File: config.mk
export PLATFORM = sky130hd
export DESIGN_NAME = priority_encoder_seq
export DESIGN_NICKNAME = d
export VERILOG_FILES = /design/src/rtl/prio_pkg.sv /design/src/rtl/prio_find16.sv /design/src/rtl/priority_encoder_seq.sv
export SDC_FILE = /design/constraint.sdc
export NUM_CORES = 1
export LEC_CHECK = 0
export ABC_AREA = 1
export CAP_MARGIN = 20
export CELL_PAD_IN_SITES_DETAIL_PLACEMENT = 1
export CELL_PAD_IN_SITES_GLOBAL_PLACEMENT = 1
export CORE_UTILIZATION = 40
export DETAILED_ROUTE_END_ITERATION = 16
export PLACE_DENSITY = 0.92
export SYNTH_ARGS = -nofsm -noshare
export SYNTH_HDL_FRONTEND = slang
export SYNTH_HIERARCHICAL = 1
export SYNTH_SLANG_ARGS = --single-unit
File: constraint.sdc
create_clock -name clk -period 8.7 [get_ports clk]
set_input_delay 1.305 -clock clk [delete_from_list [all_inputs] [get_ports clk]]
set_output_delay 1.305 -clock clk [all_outputs]
set_load 0.05 [all_outputs]
File: src/rtl/prio_pkg.sv
`default_nettype none
// ============================================================================
//  Module   : prio_pkg
//  Brief    : Shared constants for the sequential priority encoder:
//             width-mode codes, the mode-to-mask lookup and the FSM states.
//  Revision : 1.0  initial release
// ============================================================================
package prio_pkg;

    // Width-mode encodings carried on Z
    localparam logic [1:0] MODE_4    = 2'b00;
    localparam logic [1:0] MODE_8    = 2'b01;
    localparam logic [1:0] MODE_16   = 2'b10;
    localparam logic [1:0] MODE_RSVD = 2'b11;

    // FSM states
    typedef logic [0:0] state_t;
    localparam state_t IDLE  = 1'b0;
    localparam state_t DRAIN = 1'b1;

    // Lines that survive the selected width mode; the reserved mode keeps nothing
    function automatic logic [15:0] mask_of(input logic [1:0] z);
        logic [15:0] m;
        case (z)
            MODE_4:  m = 16'h000F;
            MODE_8:  m = 16'h00FF;
            MODE_16: m = 16'hFFFF;
            default: m = 16'h0000;
        endcase
        return m;
    endfunction

endpackage : prio_pkg
`default_nettype wire

File: src/rtl/prio_find16.sv
`default_nettype none
// ============================================================================
//  Module   : prio_find16
//  Brief    : Combinational highest-set-bit finder over a 16-bit vector.
//             idx is 0 when the vector is empty; any flags a non-empty vector.
//  Revision : 1.0  initial release
// ============================================================================
module prio_find16 (
    input  logic [15:0] vec,
    output logic [3:0]  idx,
    output logic        any
);

    // Scan upward so the highest set bit is the last one written
    always_comb begin
        idx = 4'd0;
        for (int i = 0; i < 16; i++) begin
            if (vec[i]) begin
                idx = 4'(i);
            end
        end
    end

    assign any = |vec;

endmodule : prio_find16
`default_nettype wire

File: src/rtl/priority_encoder_seq.sv
`default_nettype none
// ============================================================================
//  Module   : priority_encoder_seq
//  Brief    : Latches a width-masked request vector and drains it as binary
//             line codes, highest index first, one per valid/ready transfer.
//  Revision : 1.0  initial release
// ============================================================================
module priority_encoder_seq
    import prio_pkg::*;
#(
    parameter int LINES  = 16,
    parameter int CODE_W = 4
) (
    input  logic              clk,
    input  logic              rst,
    input  logic              E,
    input  logic [1:0]        Z,
    input  logic [LINES-1:0]  Y,
    input  logic              load,
    output logic              load_rdy,
    output logic [CODE_W-1:0] X,
    output logic              valid,
    input  logic              ready,
    output logic              none,
    output logic [4:0]        pending
);

    state_t           state;
    logic [LINES-1:0] pend;
    logic [LINES-1:0] masked;
    logic [LINES-1:0] pend_clr;
    logic [LINES-1:0] find_in;
    logic [3:0]       find_idx;
    logic             find_any;
    logic             load_acc;
    logic             xfer;

    assign load_rdy = (state == IDLE);
    assign load_acc = load && !E && load_rdy;
    assign xfer     = valid && ready;
    assign masked   = Y & mask_of(Z);
    assign pend_clr = pend & ~(16'h0001 << X);

    // One finder serves all cases: fresh vector on load, post-transfer
    // remainder when a code is consumed, otherwise the held pend register
    always_comb begin
        find_in = pend;
        if (state == IDLE) begin
            find_in = masked;
        end else if (xfer) begin
            find_in = pend_clr;
        end
    end

    prio_find16 u_find (
        .vec (find_in),
        .idx (find_idx),
        .any (find_any)
    );

    // Population count of the lines still waiting to be issued
    always_comb begin
        pending = 5'd0;
        for (int i = 0; i < LINES; i++) begin
            pending = pending + 5'(pend[i]);
        end
    end

    // FSM, pend register and registered code/valid
    always_ff @(posedge clk) begin
        if (rst) begin
            state <= IDLE;
            pend  <= '0;
            X     <= '0;
            valid <= 1'b0;
            none  <= 1'b0;
        end else begin
            none <= 1'b0;
            if (state == IDLE) begin
                if (load_acc) begin
                    if (Z == MODE_RSVD) begin
                        none <= 1'b1;
                    end else begin
                        pend <= masked;
                        if (!find_any) begin
                            none <= 1'b1;
                        end else begin
                            state <= DRAIN;
                            valid <= 1'b1;
                            X     <= CODE_W'(find_idx);
                        end
                    end
                end
            end else begin
                if (xfer) begin
                    pend <= pend_clr;
                    if (!find_any) begin
                        // Last line consumed: back to IDLE with no bubble
                        valid <= 1'b0;
                        state <= IDLE;
                    end else if (!E) begin
                        X <= CODE_W'(find_idx);
                    end else begin
                        valid <= 1'b0;
                    end
                end else if (!valid && !E && find_any) begin
                    // Resume after an enable stall
                    valid <= 1'b1;
                    X     <= CODE_W'(find_idx);
                end
            end
        end
    end

endmodule : priority_encoder_seq
`default_nettype wire

# Yosys cells after proc, flatten, opt, wreduce, memory -nomap -nowiden
# Index checks and enable logic that the tools add are counted.
# W data, S select, Z words.
# word_totals
ff_bits	23
in_bits	23
output_inout_bits	12
wordCells	93
# op_classes
add_sub_neg	15
n_eq_ne	8
n_shift	1
muxes	44
bitwise	5
reduce_logical	15
# ops
op	n
$mux W16	5
$mux W4	16
$add A5 B1 Y5	11
$pmux W16 S3	1
$and A16 B16 Y16	2
$mux W1	16
$not A16 Y16	1
$reduce_or A16 Y1	1
$shl A1 B4 Y16 const A	1
$mux W3	4
$reduce_and A6 Y1	1
$add A4 B1 Y5	1
$logic_and A1 B1 Y1	5
$reduce_and A5 Y1	1
$add A3 B1 Y4	1
$eq A2 B2 Y1 const B	2
$mux W2	2
$ne A2 B2 Y1 const B	2
$ne A4 B4 Y1 const B	1
$reduce_bool A2 Y1	2
$add A2 B1 Y3	1
$ne A3 B1 Y1 const B	1
$ne A3 B3 Y1 const B	1
$reduce_or A3 Y1	1
other kinds (6)	8

# Logic depth before layout (Yosys ltp)
# depth
ltp_word	24
mapped_depth	22

# Modules after synthesis
# Netlist, hierarchy kept.
# modules_own_cells
mod	n_inst	cells_each	area_per_inst_um2
priority_encoder_seq	1	287	1890.6
prio_find16	1	48	191.4

# Least setup slack after synthesis
# OpenSTA, ideal clock, no wires.
# synth_path
kind	register to output
startpoint	reg pend[0]
endpoint	out pending[4]
arrival_time_ns	4.048
t_required_ns	7.395
slack_ns	3.347
path_stages_with_launch	11
cell_sequence	dfxtp_1 -> inv_1 -> fa_1 -> fa_1 -> fa_1 -> fa_1 -> inv_1 -> ha_1 -> inv_1 -> fa_1 -> o21ai_0
# synth_via
elab_chain_cells	15
# synth_lines
element	line_no	text
start, declared	priority_encoder_seq.sv:29	logic [LINES-1:0] pend;
start signal, assigned	priority_encoder_seq.sv:84	pend <= masked;
start signal, assigned	priority_encoder_seq.sv:96	pend <= pend_clr;
$add A1 B1 Y2	priority_encoder_seq.sv:65	pending = pending + 5'(pend[i]);
$add A2 B1 Y3	priority_encoder_seq.sv:65	
$add A3 B1 Y4	priority_encoder_seq.sv:65	
$add A4 B1 Y5	priority_encoder_seq.sv:65	
$add A5 B1 Y5 (11 in series)	priority_encoder_seq.sv:65	
end, declared	priority_encoder_seq.sv:25	output logic [4:0] pending
# No other way between the ends.

# Worst setup path after layout
# layout_path
startpoint	reg pend[0]
endpoint	out pending[2]
# The elaborated chain is that of the path after synthesis.

==> reports/results.md <==
CTS
* htree depth: 1
* TritonCTS clock tree: built
* # clock sinks: 23
* Post-CTS Setup Repair Bufs: 0
* number of buffers created by CTS: 3
* number of resized instances in the post-cts repair step: 0
* clock buffer depth: 2
* Clock Pin Slew Worst Setup and Hold Paths: 0.09 ns
* Hold Buf Count CTS: 0
* clk root buf: sky130_fd_sc_hd__clkbuf_8
* clock network latency to the later pin of the worst-skew pair: 0.27 ns

Final layout
* commonest non-fill, non-tap cell in the layout: sky130_fd_sc_hd__nand2_1
* net count of the finished layout: 407
* area growth from synthesis to layout: 20.0%
* share of final-layout standard cells stronger than drive strength 1: 7.38%
* antenna diode instance count: 0
* final standard cell utilization of the core: 51.2%
* most used cells in the layout excluding fill and tap cells: sky130_fd_sc_hd__nand2_1 (100), sky130_fd_sc_hd__inv_1 (60), sky130_fd_sc_hd__nand3_1 (40)

Synthesis
* number of warning messages in the yosys log: 6
* total of flip-flops plus latches after synthesis: 23
* sequential-to-total area share from yosys stat: 22.1%
* mean instance size in the synthesized netlist: 6.21 µm²
* count of distinct cell types in the synthesized netlist: 29
* count of mapped cells out of synthesis: 335
* area fraction of the dominant cell type after synthesis: 22.1%
* area of the mapped netlist: 0.00208 mm²
* top cells by area, synth: sky130_fd_sc_hd__dfxtp_1 (22%), sky130_fd_sc_hd__nand2_1 (18%), sky130_fd_sc_hd__inv_1 (11%)
* Post-Synthesis Net Count: 375
* top cell type by total area after synthesis: sky130_fd_sc_hd__dfxtp_1

Route
* antenna violation net count after detailed routing: 0
* average wire per cell in the routed design: 13.5 µm
* total wire length after detailed routing: 5.83 mm
* DRC violations left: 0
* via count normalized by instance count: 4.84
* via count of the routed design: 2097
* first drt pass iteration count: 4
* First DRT Iteration DRCs: 78

Timing
* worst slew margin relative to its limit: 40.8%
* setup clock skew after layout: 0.00414 ns
* peak clock frequency supported by timing: 0.175 GHz
* total negative slack: 0 ns
* Setup-failing EPs final: 0
* count of final hold-check violations: 0
* worst hold slack across all endpoints: 0.558 ns
* fin crit share: 65.6%
* Worst Max-Slew Pin Slew: 0.887 ns
* minimum clock period: 5.71 ns
* unrepaired setup endpoints after global routing: false
* crit path setup slack, layout: 2.99 ns
* fin. max-slew vios: 0

Worst setup path
* required time at the endpoint of the critical path: 7.39 ns
* Crit Path Category: register to output pin
* count of cells along the worst register-to-register path: 17
* critical path fanouts, max: 3
* arrival time of data at the critical path endpoint: 4.40 ns
* FF-to-FF Start: state
* register-to-register setup slack: 5.77 ns
* crit start category: register
* worst reg2reg path endpoint: X[2]
* endpoint type of the worst setup path: output pin

Die
* effective utilization at floorplan: 42.7%
* count of standard-cell rows: 25
* Core ar.: 0.00488 mm²
* height of the die: 74.1 µm
* Die Wd: 74.1 µm
* Total Die Area: 0.00550 mm²
* I/O pins: 35

Job
* max cap viols: 0

Pwr
* power density of the placed cells: 211 mW/mm²
* Worst IR Drop VDD: 0.000147 V
* Power Total: 0.000528 W
* leakage component of the power: 1.29 nW

Run status
* outcome: completed

Min path
* min-delay src: valid
* worst min-delay path endpoint: valid
* Hold Path Cell Cnt: 2
* Hold Path Class: register to register

Place
* I/O Buffers: 34
* final HPWL from detailed placement: 4.91 mm
* GP Congestion: 0.811
* minimum setup slack after placement: 3.27 ns

GRT
* antenna violations before repair: 0
* maximum number of pins on one net before global-route repair: 33
* GRT Total Usage: 23.8%
* global-route wire length before repair: 9.88 mm
* total gr overflow: 0
* vias in the first global route: 2088

[layer usage]
layer,vias to the layer above,GRT usage [%],wire (µm)
met2,31,42.6,2900
met4,0,3.21,19
li1,1067,-,-
met5,-,0,0
met1,997,31.4,2770
met3,2,2.85,134
[worst max-delay path, cell delays in order (launching register included)]
cell and delay (ns):
sky130_fd_sc_hd__dfxtp_1 0.36, sky130_fd_sc_hd__inv_1 0.07, sky130_fd_sc_hd__fa_1 0.57, sky130_fd_sc_hd__fa_1 0.46, sky130_fd_sc_hd__fa_1 0.54, sky130_fd_sc_hd__fa_1 0.42
sky130_fd_sc_hd__inv_1 0.07, sky130_fd_sc_hd__ha_1 0.17, sky130_fd_sc_hd__inv_1 0.06, sky130_fd_sc_hd__fa_1 0.39, sky130_fd_sc_hd__xnor2_1 0.19, sky130_fd_sc_hd__clkdlybuf4s50_1 0.84
[final cells by class]
cell class                 count  area [µm²]
fill                         675        2380
sequential                    23         460
timing repair buffer          34         340
multi-input combinational    225        1270
clock buffer                   4        45.0
tap                           67        83.8
inverter                      80         300
[metrics by stage]
stage	instances	cell area [µm²]
after floorplan	335	2080
after global placement	429	2450
after detailed placement	429	2450
after CTS	433	2500
after global routing	433	2500
final	433	2500
[report_power, final]
part | internal, W | switching (W)
clock | 0.0000329 | 0.0000396
sequential | 0.000116 | 0.0000138
combinational | 0.000117 | 0.000209
[registers in the layout (all words and copies together) (netlist names)]
signal / flops
pend: 16
X: 4
none: 1
state: 1
valid: 1
[logic make-up (layout without fill, tap and decap cells)]
group | Yosys count | after routing | synth area share [%]
flip-flops | 23 | 23 | 22.1
buffers and inverters | 87 | 118 | 17.0
AO/OA/AOI/OAI | 27 | 27 | 8.29
adder cells (fa/ha/maj) | 17 | 17 | 13.8
XOR/XNOR | 2 | 2 | 0.841
AND/OR/NAND/NOR | 179 | 179 | 37.9
[synth_stat cells (all sizes together)]
master    n
o21ai    14
nor2     22
nor4      2
buf       6
inv      71
nor3      3
ha        7
xnor2     1
dfxtp    23
xor2      1
clkbuf    1
o21bai    9
or2       6
clkinv    9
fa       10
nand3    41
a21oi     4
nand2   105
[worst max-delay path by stage]
stage / to / slack, ns / from / cells past startpoint
after floorplan: pending[4] / 3.35 / pend[0] / 10
after global placement: pending[4] / 3.38 / pend[0] / 11
after detailed placement: pending[2] / 3.27 / pend[0] / 11
after CTS: pending[2] / 2.93 / pend[0] / 11
after global routing: pending[2] / 2.82 / pend[0] / 11
final: pending[2] / 2.99 / pend[0] / 11
Note: power is estimated with default switching activity, not from simulation.
